**config.mk**
```make
export PLATFORM = sky130hd
export DESIGN_NAME = regfile_dbg_flat
export DESIGN_NICKNAME = d
export VERILOG_FILES = /design/src/rtl/regfile_dbg_if.sv /design/src/rtl/regfile_dbg.sv /design/src/flat_wrapper.sv
export SDC_FILE = /design/constraint.sdc
export NUM_CORES = 1
export LEC_CHECK = 0
export ABC_AREA = 1
export BUFFER_PORTS_ARGS = -buffer_cell sky130_fd_sc_hd__buf_2
export CORE_MARGIN = 2
export CORE_UTILIZATION = 39
export DETAILED_ROUTE_END_ITERATION = 6
export GPL_ROUTABILITY_DRIVEN = 0
export PLACE_DENSITY = 0.73
export SLEW_MARGIN = 25
export SYNTH_ARGS = -nofsm -noshare
export SYNTH_HDL_FRONTEND = slang
export SYNTH_SLANG_ARGS = --single-unit
```
**constraint.sdc**
```tcl
create_clock -name clk -period 1.6 [get_ports clk]
set_input_delay 0.16 -clock clk [delete_from_list [all_inputs] [get_ports clk]]
set_output_delay 0.16 -clock clk [all_outputs]
set_load 0.01 [all_outputs]
```
**src/rtl/regfile_dbg_if.sv**
```systemverilog
// Debug-port bundle for regfile_dbg: command channel, response channel and
// the register-file write/read port the block drives while busy.
interface regfile_dbg_if #(
    parameter int AW = 3,
    parameter int DW = 4
);
    logic          cmd_valid;
    logic          cmd_ready;
    logic [1:0]    cmd_op;
    logic [AW-1:0] cmd_addr;
    logic [DW-1:0] cmd_data;

    logic          rf_we;
    logic [AW-1:0] rf_rd_addr;
    logic [DW-1:0] rf_rd_data;
    logic [AW-1:0] rf_rs1_addr;
    logic [DW-1:0] rf_rs1_data;

    logic          rsp_valid;
    logic          rsp_ready;
    logic [AW-1:0] rsp_addr;
    logic [DW-1:0] rsp_data;
    logic          rsp_last;
    logic          rsp_err;

    logic          busy;

    modport slave (
        input  cmd_valid, cmd_op, cmd_addr, cmd_data, rf_rs1_data, rsp_ready,
        output cmd_ready, rf_we, rf_rd_addr, rf_rd_data, rf_rs1_addr,
               rsp_valid, rsp_addr, rsp_data, rsp_last, rsp_err, busy
    );

    modport master (
        output cmd_valid, cmd_op, cmd_addr, cmd_data, rf_rs1_data, rsp_ready,
        input  cmd_ready, rf_we, rf_rd_addr, rf_rd_data, rf_rs1_addr,
               rsp_valid, rsp_addr, rsp_data, rsp_last, rsp_err, busy
    );
endinterface

```
**src/rtl/regfile_dbg.sv**
```systemverilog
// Register-file debug port: READ/WRITE single registers, DUMP x0..x7 as a
// response stream, CLEAR x1..x7. x0 is never written.
module regfile_dbg #(
    parameter int AW = 3,
    parameter int DW = 4
) (
    input logic         clk,
    input logic         rst,
    regfile_dbg_if.slave bus
);
    typedef enum logic [2:0] {S_IDLE, S_RD, S_WR, S_CLR, S_RSP} state_t;
    typedef enum logic [1:0] {OP_READ = 2'b00, OP_WRITE = 2'b01,
                              OP_DUMP = 2'b10, OP_CLEAR = 2'b11} op_t;

    localparam logic [AW-1:0] ADDR_LAST = '1;
    localparam logic [AW-1:0] ADDR_ONE  = AW'(1);

    state_t        state, state_nxt;
    op_t           op_q;
    logic [AW-1:0] addr_q;
    logic [DW-1:0] data_q;
    logic [AW-1:0] rsp_addr_q;
    logic [DW-1:0] rsp_data_q;
    logic          rsp_last_q, rsp_err_q;

    logic          cmd_ready_c, rf_we_c, rsp_valid_c, accept;
    logic [AW-1:0] rf_rd_addr_c;
    logic [DW-1:0] rf_rd_data_c;

    always_ff @(posedge clk or negedge rst) begin
        if (!rst) state <= S_IDLE;
        else      state <= state_nxt;
    end

    // cmd_ready is gated by rst so nothing is offered while reset is held
    always_comb begin
        state_nxt    = state;
        cmd_ready_c  = 1'b0;
        rf_we_c      = 1'b0;
        rf_rd_addr_c = '0;
        rf_rd_data_c = '0;
        rsp_valid_c  = 1'b0;
        case (state)
            S_IDLE: begin
                cmd_ready_c = rst;
                if (bus.cmd_valid && rst) begin
                    case (op_t'(bus.cmd_op))
                        OP_READ, OP_DUMP: state_nxt = S_RD;
                        OP_WRITE:         state_nxt = S_WR;
                        default:          state_nxt = S_CLR;
                    endcase
                end
            end
            S_RD: state_nxt = S_RSP;
            S_WR: begin
                if (addr_q != '0) begin
                    rf_we_c      = 1'b1;
                    rf_rd_addr_c = addr_q;
                    rf_rd_data_c = data_q;
                end
                state_nxt = S_RSP;
            end
            S_CLR: begin
                rf_we_c      = 1'b1;
                rf_rd_addr_c = addr_q;
                if (addr_q == ADDR_LAST) state_nxt = S_RSP;
            end
            S_RSP: begin
                rsp_valid_c = 1'b1;
                if (bus.rsp_ready) begin
                    if (op_q == OP_DUMP && addr_q != ADDR_LAST) state_nxt = S_RD;
                    else                                        state_nxt = S_IDLE;
                end
            end
            default: state_nxt = S_IDLE;
        endcase
    end

    assign accept = bus.cmd_valid && cmd_ready_c;

    always_ff @(posedge clk or negedge rst) begin
        if (!rst) begin
            op_q       <= OP_READ;
            addr_q     <= '0;
            data_q     <= '0;
            rsp_addr_q <= '0;
            rsp_data_q <= '0;
            rsp_last_q <= 1'b0;
            rsp_err_q  <= 1'b0;
        end else begin
            case (state)
                S_IDLE: begin
                    if (accept) begin
                        op_q   <= op_t'(bus.cmd_op);
                        data_q <= bus.cmd_data;
                        case (op_t'(bus.cmd_op))
                            OP_DUMP:  addr_q <= '0;
                            OP_CLEAR: addr_q <= ADDR_ONE;
                            default:  addr_q <= bus.cmd_addr;
                        endcase
                    end
                end
                S_RD: begin
                    rsp_data_q <= bus.rf_rs1_data;
                    rsp_addr_q <= addr_q;
                    rsp_err_q  <= 1'b0;
                    rsp_last_q <= (op_q != OP_DUMP) || (addr_q == ADDR_LAST);
                end
                S_WR: begin
                    rsp_data_q <= data_q;
                    rsp_addr_q <= addr_q;
                    rsp_err_q  <= (addr_q == '0);
                    rsp_last_q <= 1'b1;
                end
                S_CLR: begin
                    if (addr_q == ADDR_LAST) begin
                        rsp_addr_q <= addr_q;
                        rsp_data_q <= '0;
                        rsp_err_q  <= 1'b0;
                        rsp_last_q <= 1'b1;
                    end else begin
                        addr_q <= addr_q + ADDR_ONE;
                    end
                end
                S_RSP: begin
                    if (bus.rsp_ready && op_q == OP_DUMP && addr_q != ADDR_LAST)
                        addr_q <= addr_q + ADDR_ONE;
                end
                default: ;
            endcase
        end
    end

    assign bus.cmd_ready   = cmd_ready_c;
    assign bus.busy        = (state != S_IDLE);
    assign bus.rf_we       = rf_we_c;
    assign bus.rf_rd_addr  = rf_rd_addr_c;
    assign bus.rf_rd_data  = rf_rd_data_c;
    assign bus.rf_rs1_addr = addr_q;
    assign bus.rsp_valid   = rsp_valid_c;
    assign bus.rsp_addr    = rsp_addr_q;
    assign bus.rsp_data    = rsp_data_q;
    assign bus.rsp_last    = rsp_last_q;
    assign bus.rsp_err     = rsp_err_q;
endmodule

```
**src/flat_wrapper.sv**
```systemverilog
// flat-port wrapper written by rule: the top's interface ports become plain ports
module regfile_dbg_flat 
#(
    parameter int AW = 3,
    parameter int DW = 4
)
  (clk, rst, bus_cmd_valid, bus_cmd_op, bus_cmd_addr, bus_cmd_data, bus_rf_rs1_data, bus_rsp_ready, bus_cmd_ready, bus_rf_we, bus_rf_rd_addr, bus_rf_rd_data, bus_rf_rs1_addr, bus_rsp_valid, bus_rsp_addr, bus_rsp_data, bus_rsp_last, bus_rsp_err, bus_busy);
  regfile_dbg_if #(.AW(AW), .DW(DW)) bus_i ();
  input logic clk;
  input logic rst;
  input wire logic [$bits(bus_i.cmd_valid)-1:0] bus_cmd_valid;
  input wire logic [$bits(bus_i.cmd_op)-1:0] bus_cmd_op;
  input wire logic [$bits(bus_i.cmd_addr)-1:0] bus_cmd_addr;
  input wire logic [$bits(bus_i.cmd_data)-1:0] bus_cmd_data;
  input wire logic [$bits(bus_i.rf_rs1_data)-1:0] bus_rf_rs1_data;
  input wire logic [$bits(bus_i.rsp_ready)-1:0] bus_rsp_ready;
  output wire logic [$bits(bus_i.cmd_ready)-1:0] bus_cmd_ready;
  output wire logic [$bits(bus_i.rf_we)-1:0] bus_rf_we;
  output wire logic [$bits(bus_i.rf_rd_addr)-1:0] bus_rf_rd_addr;
  output wire logic [$bits(bus_i.rf_rd_data)-1:0] bus_rf_rd_data;
  output wire logic [$bits(bus_i.rf_rs1_addr)-1:0] bus_rf_rs1_addr;
  output wire logic [$bits(bus_i.rsp_valid)-1:0] bus_rsp_valid;
  output wire logic [$bits(bus_i.rsp_addr)-1:0] bus_rsp_addr;
  output wire logic [$bits(bus_i.rsp_data)-1:0] bus_rsp_data;
  output wire logic [$bits(bus_i.rsp_last)-1:0] bus_rsp_last;
  output wire logic [$bits(bus_i.rsp_err)-1:0] bus_rsp_err;
  output wire logic [$bits(bus_i.busy)-1:0] bus_busy;
  assign bus_i.cmd_valid = bus_cmd_valid;
  assign bus_i.cmd_op = bus_cmd_op;
  assign bus_i.cmd_addr = bus_cmd_addr;
  assign bus_i.cmd_data = bus_cmd_data;
  assign bus_i.rf_rs1_data = bus_rf_rs1_data;
  assign bus_i.rsp_ready = bus_rsp_ready;
  assign bus_cmd_ready = bus_i.cmd_ready;
  assign bus_rf_we = bus_i.rf_we;
  assign bus_rf_rd_addr = bus_i.rf_rd_addr;
  assign bus_rf_rd_data = bus_i.rf_rd_data;
  assign bus_rf_rs1_addr = bus_i.rf_rs1_addr;
  assign bus_rsp_valid = bus_i.rsp_valid;
  assign bus_rsp_addr = bus_i.rsp_addr;
  assign bus_rsp_data = bus_i.rsp_data;
  assign bus_rsp_last = bus_i.rsp_last;
  assign bus_rsp_err = bus_i.rsp_err;
  assign bus_busy = bus_i.busy;
  regfile_dbg #(.AW(AW), .DW(DW)) u_core (.clk(clk), .rst(rst), .bus(bus_i));
endmodule
```
==> summary.txt <==
status -> complete, but fails checks
violated checks -> DRC
launch point of the worst path -> u_core.bus.rf_rs1_addr[1]
FP Rows -> 19
Starting Density -> 41.7%
largest net degree at the start of global routing -> 17
final hold viol count -> 0
detailed placement HPWL -> 2090 um
Synth Area per Inst -> 7.18 um2
post-route ant nets -> 0
chip width -> 58.8 um
Worst setup EP type -> output port
Initial DRC Count -> 78
top area cells in the synthesized netlist -> dfrtp_1 45%, nand2_1 20%, inv_1 7.7%, o21ai_0 6.0%, nand3_1 5.1%
# port buffers -> 39
Max-slew headroom -> 80.1%
hold path depth -> 3
hold endpoint -> u_core.data_q[0]
Final WS setup -> 0.0736 ns
cell family with the largest share of critical-path delay -> flip-flops
CTS root buffer -> clkbuf_4
Clock Skew -> 0.00431 ns
Slew @ Worst Pin -> 0.298 ns
CP Depth -> 6
fraction of layout cells with a size suffix above 1 -> 36.1%
Crit-path slowest cell -> dfrtp_1
number of synthesis warnings -> 0
Synth Cell Area -> 1170 um2
Synth-to-Final Area Change -> 38.5%
Yosys top cell area share -> 44.9%
Worst Path Buf+Inv -> 2
max cap viols -> 0
Setup TNS -> 0 ns
register bit total from synthesis -> 21
crit-path cells -> inv_2 > ha_4 > nand2_4 > nand3_4 > a21oi_2 > buf_2
Pre-antenna DRT Iters -> 6
H-tree depth -> 1
post-synth net total -> 184
CTS sink cnt -> 21
vias in the first global route -> 1073
Final setup viols -> 0
Die Y -> 58.8 um
Inserted Diodes -> 0
R2R cell count -> 6
Total Routing Usage GR -> 16.8%
Crit path largest cell delay -> 0.38 ns
top fanout value on the critical path -> 7
Crit Path Category -> flop to output port
Clock Latency Late Sink -> 0.30 ns
Crit Reg-Reg Endpoint -> u_core.bus.rsp_addr[1]
total wire length -> 2840 um
Tcrit/Tclk final -> 95.4%
Core Region -> 2810 um2
sequential area share after synthesis -> 44.9%
Lkg Pwr -> 0.930 nW
Synth area leader -> dfrtp_1
hold wc startpoint -> bus_cmd_data[0]
Fmax -> 0.655 GHz
Die ar. -> 3460 um2
via count -> 1196
WL/cell -> 11.3 um
Startpoint Class -> flop
pre-CTS setup slack -> 0.0481 ns
register-to-register setup slack -> 0.10 ns
fin crit period -> 1.53 ns
initial antenna violation count -> 0
cell count after synthesis -> 163
detailed-route vias per instance -> 4.78
Cell variety after synth -> 19
unrepaired setup endpoints after global routing -> true
reg2reg start -> u_core.bus.rf_rs1_addr[0]
I/O pin count -> 40
Hold Path Class -> input pin to flop
GRT overflow -> 0
power density over the cells -> 1620 nW/um2
Bufs on Longest Clock Path -> 2
peak supply drop -> 0.832 mV
Final nets -> 241
Num CTS Buffers -> 3
fillers -> 274
Worst-path clk slew -> 0.12 ns
residual DRC count -> 4
max-slew violation count -> 0
first-pass GRT wire length -> 4540 um
Critical Path AT -> 1.37 ns
Data required, critical path -> 1.44 ns
CTS tree -> built
## state kept, by name, summed over array words and instances (netlist names)
name                    count
u_core.bus.rsp_last         1
u_core.op_q                 2
u_core.state                3
u_core.data_q               4
u_core.bus.rsp_data         4
u_core.bus.rsp_addr         3
u_core.bus.rsp_err          1
u_core.bus.rf_rs1_addr      3
## layout make-up
| cell class | instances | area [um2] | share of cell area, % |
|---|---|---|---|
| inverters | 24 | 90.1 | 5.56 |
| clock buffers | 3 | 22.5 | 1.39 |
| multi-input cells | 116 | 617 | 38.0 |
| well taps | 31 | 38.8 | 2.39 |
| flip-flops and latches | 21 | 531 | 32.7 |
| repair buffers | 54 | 318 | 19.6 |
| clock inverters | 1 | 5.00 | 0.309 |
## Yosys cell counts
cell,number
a21oi_1,2
a31oi_1,1
buf_2,1
buf_6,1
dfrtp_1,21
ha_1,4
inv_1,24
nand2_1,61
nand2_2,1
nand3_1,12
nand3_2,1
nand4_1,1
nor2_1,14
nor2_2,1
nor2_4,1
nor3_1,1
o21a_1,1
o21ai_0,14
o21ai_2,1
## worst max-delay path by stage
stage | endpoint | slack [ns]
4_1_cts | bus_rf_rd_addr[1] | 0.00008
3_5_place_dp | u_core.bus.rsp_data[2] | 0.05
3_3_place_gp | u_core.bus.rsp_data[0] | 0.11
2_1_floorplan | u_core.bus.rsp_addr[0] | 0.20
6_report | bus_rf_rd_addr[0] | 0.07
5_1_grt | bus_rf_rd_addr[0] | -0.02
## through the flow
stage	cells	instance area (um2)	utilization [%]	hold WS [ns]	total power [mW]
6_report	250	1620	57.8	0.0704	2.63
5_1_grt	250	1620	57.8	0.0606	2.88
4_1_cts	244	1520	54.1	0.0644	2.43
3_5_place_dp	236	1430	50.8	-0.00193	2.08
3_3_place_gp	236	1430	50.8	0.00148	2.06
2_1_floorplan	163	1170	-	-0.136	1.67
## metal layers
layer | global-route usage, % | vias up | wire length [um] | part of all wire, %
met1 | 22.7 | 521 | 1280 | 45
met5 | 0 | - | 0 | 0
met3 | 3.08 | 4 | 236 | 8.3
li1 | - | 618 | - | -
met2 | 27.5 | 53 | 1310 | 46
met4 | 4.55 | 0 | 12 | 0.42
## where the power goes
group	switching (mW)	internal, mW
clock network	0.158	0.0930
logic	0.839	0.610
registers	0.154	0.772
total	1.15	1.48
## layout by cell type, fill, tap and decap left out
| cell type | synthesis | final |
|---|---|---|
| a31oi_1 | 1 | 1 |
| inv_2 | 0 | 5 |
| nand2_1 | 61 | 60 |
| o21a_1 | 1 | 1 |
| nand2_4 | 0 | 1 |
| nand3_4 | 0 | 2 |
| o21ai_4 | 0 | 1 |
| buf_4 | 0 | 12 |
| a21oi_2 | 0 | 2 |
| nor2_1 | 14 | 13 |
| nand3_1 | 12 | 11 |
| nor2_4 | 1 | 2 |
| buf_2 | 1 | 39 |
| ha_4 | 0 | 2 |
| dfrtp_2 | 0 | 4 |
| nor3_1 | 1 | 1 |
| ha_2 | 0 | 1 |
| nor2_2 | 1 | 1 |
| nand4_1 | 1 | 1 |
| dlygate4sd3_1 | 0 | 1 |
| buf_6 | 1 | 2 |
| o21ai_0 | 14 | 14 |
| ha_1 | 4 | 1 |
| inv_1 | 24 | 19 |
| dfrtp_1 | 21 | 17 |
| clkbuf_4 | 0 | 3 |
| nand2_2 | 1 | 1 |
| clkinv_2 | 0 | 1 |
## worst min-delay path, stage by stage
cell and delay (ns):
buf_2 0.08, nand2_1 0.04, o21ai_0 0.06
## logic make-up after synthesis
| group | Yosys count | synth area share [%] |
|---|---|---|
| flip-flops | 21 | 44.9 |
| buffers and inverters | 26 | 9.08 |
| AO/OA/AOI/OAI | 19 | 8.76 |
| AND/OR/NAND/NOR | 93 | 33.0 |
| adder cells (fa/ha/maj) | 4 | 4.27 |
## repair_timing
item                                    4_1_cts  5_1_grt
hold endpoints to repair                     21        0
resized for setup                             7       19
buffers inserted                              3        6
endpoints found under the setup margin        7       17
pin swaps                                     0        4
hold buffers                                  1        0
No activity file was read; power rests on OpenSTA's default activity.
